--- config.mk ---
export PLATFORM = sky130hd
export DESIGN_NAME = usbfs_packet_tx
export DESIGN_NICKNAME = d
export VERILOG_FILES = /design/src/rtl/usbfs_pkg.sv /design/src/rtl/usbfs_crc16.sv /design/src/rtl/usbfs_packet_tx.sv
export SDC_FILE = /design/constraint.sdc
export NUM_CORES = 1
export LEC_CHECK = 0
export CORE_UTILIZATION = 64
export CTS_BUF_LIST = sky130_fd_sc_hd__clkbuf_4
export DETAILED_ROUTE_END_ITERATION = 6
export PLACE_DENSITY = 0.95
export SYNTH_ARGS = -nofsm -noshare
export SYNTH_HDL_FRONTEND = slang
export SYNTH_SLANG_ARGS = --single-unit
--- constraint.sdc ---
create_clock -name clk -period 4 [get_ports clk]
set_input_delay 0.8 -clock clk [delete_from_list [all_inputs] [get_ports clk]]
set_output_delay 0.8 -clock clk [all_outputs]
set_load 0.01 [all_outputs]
--- src/rtl/usbfs_pkg.sv ---
// USB full-speed packet transmitter shared definitions.
// PID codes, CRC16 constants and the packet FSM states.
package usbfs_pkg;

  localparam logic [3:0] PID_ACK   = 4'h2;
  localparam logic [3:0] PID_NAK   = 4'hA;
  localparam logic [3:0] PID_STALL = 4'hE;
  localparam logic [3:0] PID_DATA0 = 4'h3;
  localparam logic [3:0] PID_DATA1 = 4'hB;

  localparam logic [15:0] CRC16_INIT     = 16'hFFFF;
  localparam logic [15:0] CRC16_POLY_REF = 16'hA001;

  typedef enum logic [2:0] {
    ST_IDLE,
    ST_PID,
    ST_DATA,
    ST_CRC,
    ST_DONE
  } tx_state_e;

  // DATA0/DATA1/DATA2/MDATA all end in 2'b11.
  function automatic logic pid_has_data(input logic [3:0] pid);
    return pid[1:0] == 2'b11;
  endfunction

endpackage

--- src/rtl/usbfs_crc16.sv ---
// Serial CRC16 (reflected 0xA001) for USB data payloads.
// One bit per enabled cycle; init reloads 0xFFFF.
module usbfs_crc16
  import usbfs_pkg::*;
(
  input  logic        clk,
  input  logic        rst,
  input  logic        init_i,
  input  logic        en_i,
  input  logic        bit_i,
  output logic [15:0] crc_o
);

  logic [15:0] crc_q;
  logic [15:0] crc_d;
  logic        fb;

  assign fb    = crc_q[0] ^ bit_i;
  assign crc_o = crc_q;

  // Next CRC value: init wins over a bit update.
  always_comb begin
    crc_d = crc_q;
    if (init_i)
      crc_d = CRC16_INIT;
    else if (en_i)
      crc_d = (crc_q >> 1) ^ (fb ? CRC16_POLY_REF : 16'h0000);
  end

  // CRC register.
  always_ff @(posedge clk) begin
    if (rst) crc_q <= CRC16_INIT;
    else     crc_q <= crc_d;
  end

endmodule

--- src/rtl/usbfs_packet_tx.sv ---
// USB FS packet serialiser: PID, payload and CRC16, LSB-first.
// Bytes are pulled on demand; bits are served on request.
module usbfs_packet_tx
  import usbfs_pkg::*;
#(
  parameter logic [9:0] MAX_PAYLOAD = 10'd1023
) (
  input  logic       clk,
  input  logic       rst,
  input  logic       tp_sta,
  input  logic [3:0] tp_pid,
  output logic       tp_byte_req,
  input  logic [7:0] tp_byte,
  input  logic       tp_fin_n,
  output logic       tx_sta,
  input  logic       tx_bit_req,
  output logic       tx_bit,
  output logic       tx_fin_n,
  output logic       busy
);

  tx_state_e   state_q, state_d;
  logic [7:0]  shift_q, shift_d;
  logic [3:0]  cnt_q, cnt_d;
  logic [9:0]  bytes_q, bytes_d;
  logic        has_data_q, has_data_d;
  logic        fetch_q, fetch_d;
  logic        tx_sta_q, tx_sta_d;
  logic        tx_bit_q, tx_bit_d;
  logic        tx_fin_n_q, tx_fin_n_d;
  logic        busy_q, busy_d;

  logic        byte_req;
  logic        crc_init;
  logic        crc_en;
  logic        more;
  logic [15:0] crc;

  usbfs_crc16 u_crc (
    .clk    (clk),
    .rst    (rst),
    .init_i (crc_init),
    .en_i   (crc_en),
    .bit_i  (shift_q[0]),
    .crc_o  (crc)
  );

  assign tp_byte_req = byte_req & ~rst;
  assign tx_sta      = tx_sta_q;
  assign tx_bit      = tx_bit_q;
  assign tx_fin_n    = tx_fin_n_q;
  assign busy        = busy_q;

  // Whether another payload byte should be fetched after this byte.
  always_comb begin
    if (state_q == ST_PID)
      more = has_data_q && (MAX_PAYLOAD != 10'd0);
    else
      more = (bytes_q != MAX_PAYLOAD);
  end

  // Packet FSM: next state, bit serving and byte fetch.
  always_comb begin
    state_d    = state_q;
    shift_d    = shift_q;
    cnt_d      = cnt_q;
    bytes_d    = bytes_q;
    has_data_d = has_data_q;
    fetch_d    = 1'b0;
    tx_sta_d   = 1'b0;
    tx_bit_d   = tx_bit_q;
    tx_fin_n_d = tx_fin_n_q;
    busy_d     = busy_q;
    byte_req   = 1'b0;
    crc_init   = 1'b0;
    crc_en     = 1'b0;
    unique case (state_q)
      ST_IDLE: begin
        if (tx_bit_req) tx_fin_n_d = 1'b0;
        if (tp_sta) begin
          shift_d    = {~tp_pid, tp_pid};
          cnt_d      = 4'd0;
          bytes_d    = 10'd0;
          has_data_d = pid_has_data(tp_pid);
          crc_init   = 1'b1;
          tx_sta_d   = 1'b1;
          busy_d     = 1'b1;
          state_d    = ST_PID;
        end
      end
      ST_PID, ST_DATA: begin
        if (fetch_q) begin
          cnt_d = 4'd0;
          if (tp_fin_n) begin
            shift_d = tp_byte;
            bytes_d = bytes_q + 10'd1;
            state_d = ST_DATA;
          end else begin
            state_d = ST_CRC;
          end
        end else if (tx_bit_req) begin
          tx_bit_d   = shift_q[0];
          tx_fin_n_d = 1'b1;
          shift_d    = {1'b0, shift_q[7:1]};
          cnt_d      = cnt_q + 4'd1;
          crc_en     = (state_q == ST_DATA);
          if (cnt_q == 4'd7) begin
            cnt_d = 4'd0;
            if (state_q == ST_PID && !has_data_q)
              state_d = ST_DONE;
            else if (!more)
              state_d = ST_CRC;
            else begin
              byte_req = 1'b1;
              fetch_d  = 1'b1;
            end
          end
        end
      end
      ST_CRC: begin
        if (tx_bit_req) begin
          tx_bit_d   = ~crc[cnt_q];
          tx_fin_n_d = 1'b1;
          cnt_d      = cnt_q + 4'd1;
          if (cnt_q == 4'd15) begin
            cnt_d   = 4'd0;
            state_d = ST_DONE;
          end
        end
      end
      ST_DONE: begin
        if (tx_bit_req) begin
          tx_fin_n_d = 1'b0;
          busy_d     = 1'b0;
          state_d    = ST_IDLE;
        end
      end
      default: state_d = ST_IDLE;
    endcase
  end

  // State and output registers.
  always_ff @(posedge clk) begin
    if (rst) begin
      state_q    <= ST_IDLE;
      shift_q    <= 8'h00;
      cnt_q      <= 4'd0;
      bytes_q    <= 10'd0;
      has_data_q <= 1'b0;
      fetch_q    <= 1'b0;
      tx_sta_q   <= 1'b0;
      tx_bit_q   <= 1'b0;
      tx_fin_n_q <= 1'b0;
      busy_q     <= 1'b0;
    end else begin
      state_q    <= state_d;
      shift_q    <= shift_d;
      cnt_q      <= cnt_d;
      bytes_q    <= bytes_d;
      has_data_q <= has_data_d;
      fetch_q    <= fetch_d;
      tx_sta_q   <= tx_sta_d;
      tx_bit_q   <= tx_bit_d;
      tx_fin_n_q <= tx_fin_n_d;
      busy_q     <= busy_d;
    end
  end

  // A bit request must not land on the byte response cycle.
  always_ff @(posedge clk) begin
    if (!rst && fetch_q)
      assert (!tx_bit_req)
        else $error("tx_bit_req during byte response cycle");
  end

endmodule

==> flow_summary.yaml <==
yosys:
  yosys-top-cells-area: "dfxtp_1, mux2i_1, nor2_1"
  synthCells: 288
  synth_area_um2: 2600
  synth_top_area_share_pct: 36.2
  yosysTopAreaCell: "dfxtp_1"
  synth_nets: 307
  synthFlopType: "dfxtp_1"
  synth_most_common_cell: "dfxtp_1"
  async_flop_share_pct: 0
  synth_common_cells: "dfxtp_1, nor2_1, mux2i_1, nand2_1, a21oi_1"
  yosys_register_bits: 47
  yosysSeqAreaShare_pct: 36.2
  syn_area_per_cell_um2: 9.02
  synth_edf_count: 0
  synth_warnings: 0
  synth_cell_type_count: 53
setup_path:
  worst-path-max-fanout: 5
  start_kind: "input pin"
  cp.depth: 6
  cp_slowest_cell: "clkdlybuf4s50_1"
  slowest_delay_ns: 0.56
  path_delay_family: "buffers and inverters"
  crit_required_ns: 3.20
  r2r_slack_ns: 1.58
  worstPathBufferInverterCount: 3
  end_kind: "output port"
  cp_common_cell: "clkdlybuf4s50_1"
  r2r-end: "u_crc.crc_o[0]"
  r2r_cells: 5
  crit_type: "input pin to output port"
  cp_cell_sequence: "clkdlybuf4s50_1, inv_1, nor2_1, nand4b_1, nor3_1, clkdlybuf4s50_1"
  r2r-start: "state_q[2]"
  arrival_ns: 2.63
worst_hold_path:
  worstHoldEndpoint: "cnt_q[1]"
  worstHoldStart: "cnt_q[1]"
  hold_depth: 2
  hold_path.class: "register to register"
sta:
  fin_crit_ns: 3.43
  tightestPinTransition_ns: 1.05
  maxSlewHeadroom_pct: 29.9
  rsz0062_at_grt: "no"
  clock-skew-final_ns: 0.0181
  slew_violations: 0
  tns_ns: 0
  finalSetupViolCount: 0
  fmax_mhz: 292
  finalHoldViolCount: 0
  period_share_pct: 85.7
pwr:
  power.density_nw_per_um2: 462
  combPwrFrac_pct: 38.9
  p_leak_nw: 0.967
  pwr-share-clk_pct: 17.1
  swShare_pct: 39.1
  vdd_drop_max_v: 0.000319
  seq_power_share_pct: 44.0
  p_int_mw: 0.807
  switchingPower_mw: 0.519
grt:
  grt_max_degree: 27
  overflow: 0
  grt_pass1_wl_mm: 9.39
  track_usage_pct: 28.9
  antenna_found_initial: 0
  grt_pass1_vias: 2032
floorplanning:
  die_h_um: 65.7
  ios: 22
  die_area_um2: 4320
  placementRows: 22
  die_width_um: 65.7
  coreArea_um2: 3770
  initial_core_util_pct: 68.9
cts:
  cts_root_buffer: "clkbuf_4"
  path_clk_slew_ns: 0.13
  clockBufferDepth: 2
  htreeDepth: 2
  cts_buffers: 5
  post_cts_buffers: 0
  cts_resized: 0
  cts-hold-fix-buffers: 0
  clock_latency_ns: 0.38
  cts_sinks: 47
  cts_tree: "done"
place:
  place_congestion: 0.891
  port_buffers: 21
  hpwlAfterDp_mm: 4.02
layout:
  nFillCells: 245
  multi_input_area_um2: 1550
  syn_to_final_growth_pct: 10.6
  register_area_um2: 941
  fin_nets: 323
  final_core_util_pct: 76.2
  diodes: 0
  drive_gt1_share_pct: 10.5
drt:
  first_pass_iters: 5
  via_count: 2189
  ant_nets: 0
  post_drt_via_cell_ratio: 6.20
  wl_per_cell_um: 16.1
  drc: 0
  routed_wl_mm: 5.67
  drt_iter0_drc: 223
job:
  cap_viol_max_count: 0
status:
  status: "completed"
state kept, by name, indices dropped and copies added, names as in the netlist, 3 cells and up:
signal and flops:
shift_q 8, u_crc.crc_o 16, state_q 3, bytes_q 10, cnt_q 4
worst reg2reg max path, stage by stage (launching register included):
cell and delay (ns):
dfxtp_1 0.62, buf_4 0.29, inv_1 0.16, and3_1 0.20
nor2_1 0.79, o21ai_0 0.22
through the flow:
step / hold slack, ns / cells / instance area, um2 / setup WS (ns) / total power [mW]
2_1_floorplan: 0.441 / 288 / 2600 / 1.64 / 0.981
3_3_place_gp: 0.475 / 345 / 2820 / 0.613 / 1.07
3_5_place_dp: 0.482 / 345 / 2820 / 0.564 / 1.09
4_1_cts: 0.512 / 353 / 2870 / 0.560 / 1.32
5_1_grt: 0.546 / 353 / 2870 / 0.460 / 1.40
6_report: 0.513 / 353 / 2870 / 0.572 / 1.33
layer usage:
metal | vias to the layer above | global-route usage [%] | wire length, um
met5 | - | 0 | 0
met4 | 0 | 14.1 | 170
met3 | 18 | 5.38 | 358
met2 | 97 | 46.0 | 2680
met1 | 1015 | 37.0 | 2460
li1 | 1059 | - | -
worst max path at each step:
stage / from / slack [ns] / end
global placement: tx_bit_req / 0.61 / tp_byte_req
CTS: tx_bit_req / 0.56 / tp_byte_req
detailed placement: tx_bit_req / 0.56 / tp_byte_req
finish: tx_bit_req / 0.57 / tp_byte_req
global route: tx_bit_req / 0.46 / tp_byte_req
floorplan: rst / 1.64 / tp_byte_req
cell families after synthesis:
logic type               count (synthesis)  synth area share [%]
AND/OR/NAND/NOR                        118                  23.6
XOR/XNOR                                13                  4.96
adder cells (fa/ha/maj)                  2                 0.963
buffers and inverters                   22                  4.38
flip-flops                              47                  36.2
multiplexers                            35                  15.9
AO/OA/AOI/OAI                           51                  14.0
power by group through the flow:
stage | logic, mW | clock network [mW] | registers (mW)
2_1_floorplan | 0.428 | 0 | 0.554
3_3_place_gp | 0.483 | 0 | 0.588
3_5_place_dp | 0.501 | 0 | 0.591
4_1_cts | 0.511 | 0.233 | 0.581
5_1_grt | 0.559 | 0.249 | 0.591
6_report | 0.516 | 0.227 | 0.583
placed cells by master (no fill, tap or decap), types with 3 or more instances in the layout:
cell type | synthesis | routed
nand2b_1 | 7 | 7
nor2_1 | 35 | 35
buf_4 | 2 | 5
nand4_1 | 3 | 3
clkbuf_4 | 0 | 6
mux4_2 | 5 | 5
nor3_1 | 3 | 3
nor2b_1 | 4 | 4
inv_1 | 4 | 4
and3_1 | 4 | 4
a21boi_0 | 3 | 3
a2111oi_2 | 3 | 3
xnor2_1 | 9 | 9
nand2_1 | 29 | 29
o21ai_0 | 14 | 14
a21oi_1 | 15 | 15
a211oi_1 | 7 | 7
dfxtp_1 | 47 | 47
nor3b_1 | 4 | 3
mux2i_1 | 29 | 29
nand3_1 | 12 | 12
clkdlybuf4s50_1 | 0 | 21
cell type report:
type                    count  area share, %
flip-flops and latches     47           32.7
clock inverters             2          0.435
well taps                  48           2.09
clock buffers               6           1.57
repair buffers             26           8.62
inverters                   5          0.653
multi-input cells         219           53.9
No activity file was read; power rests on OpenSTA's default activity.
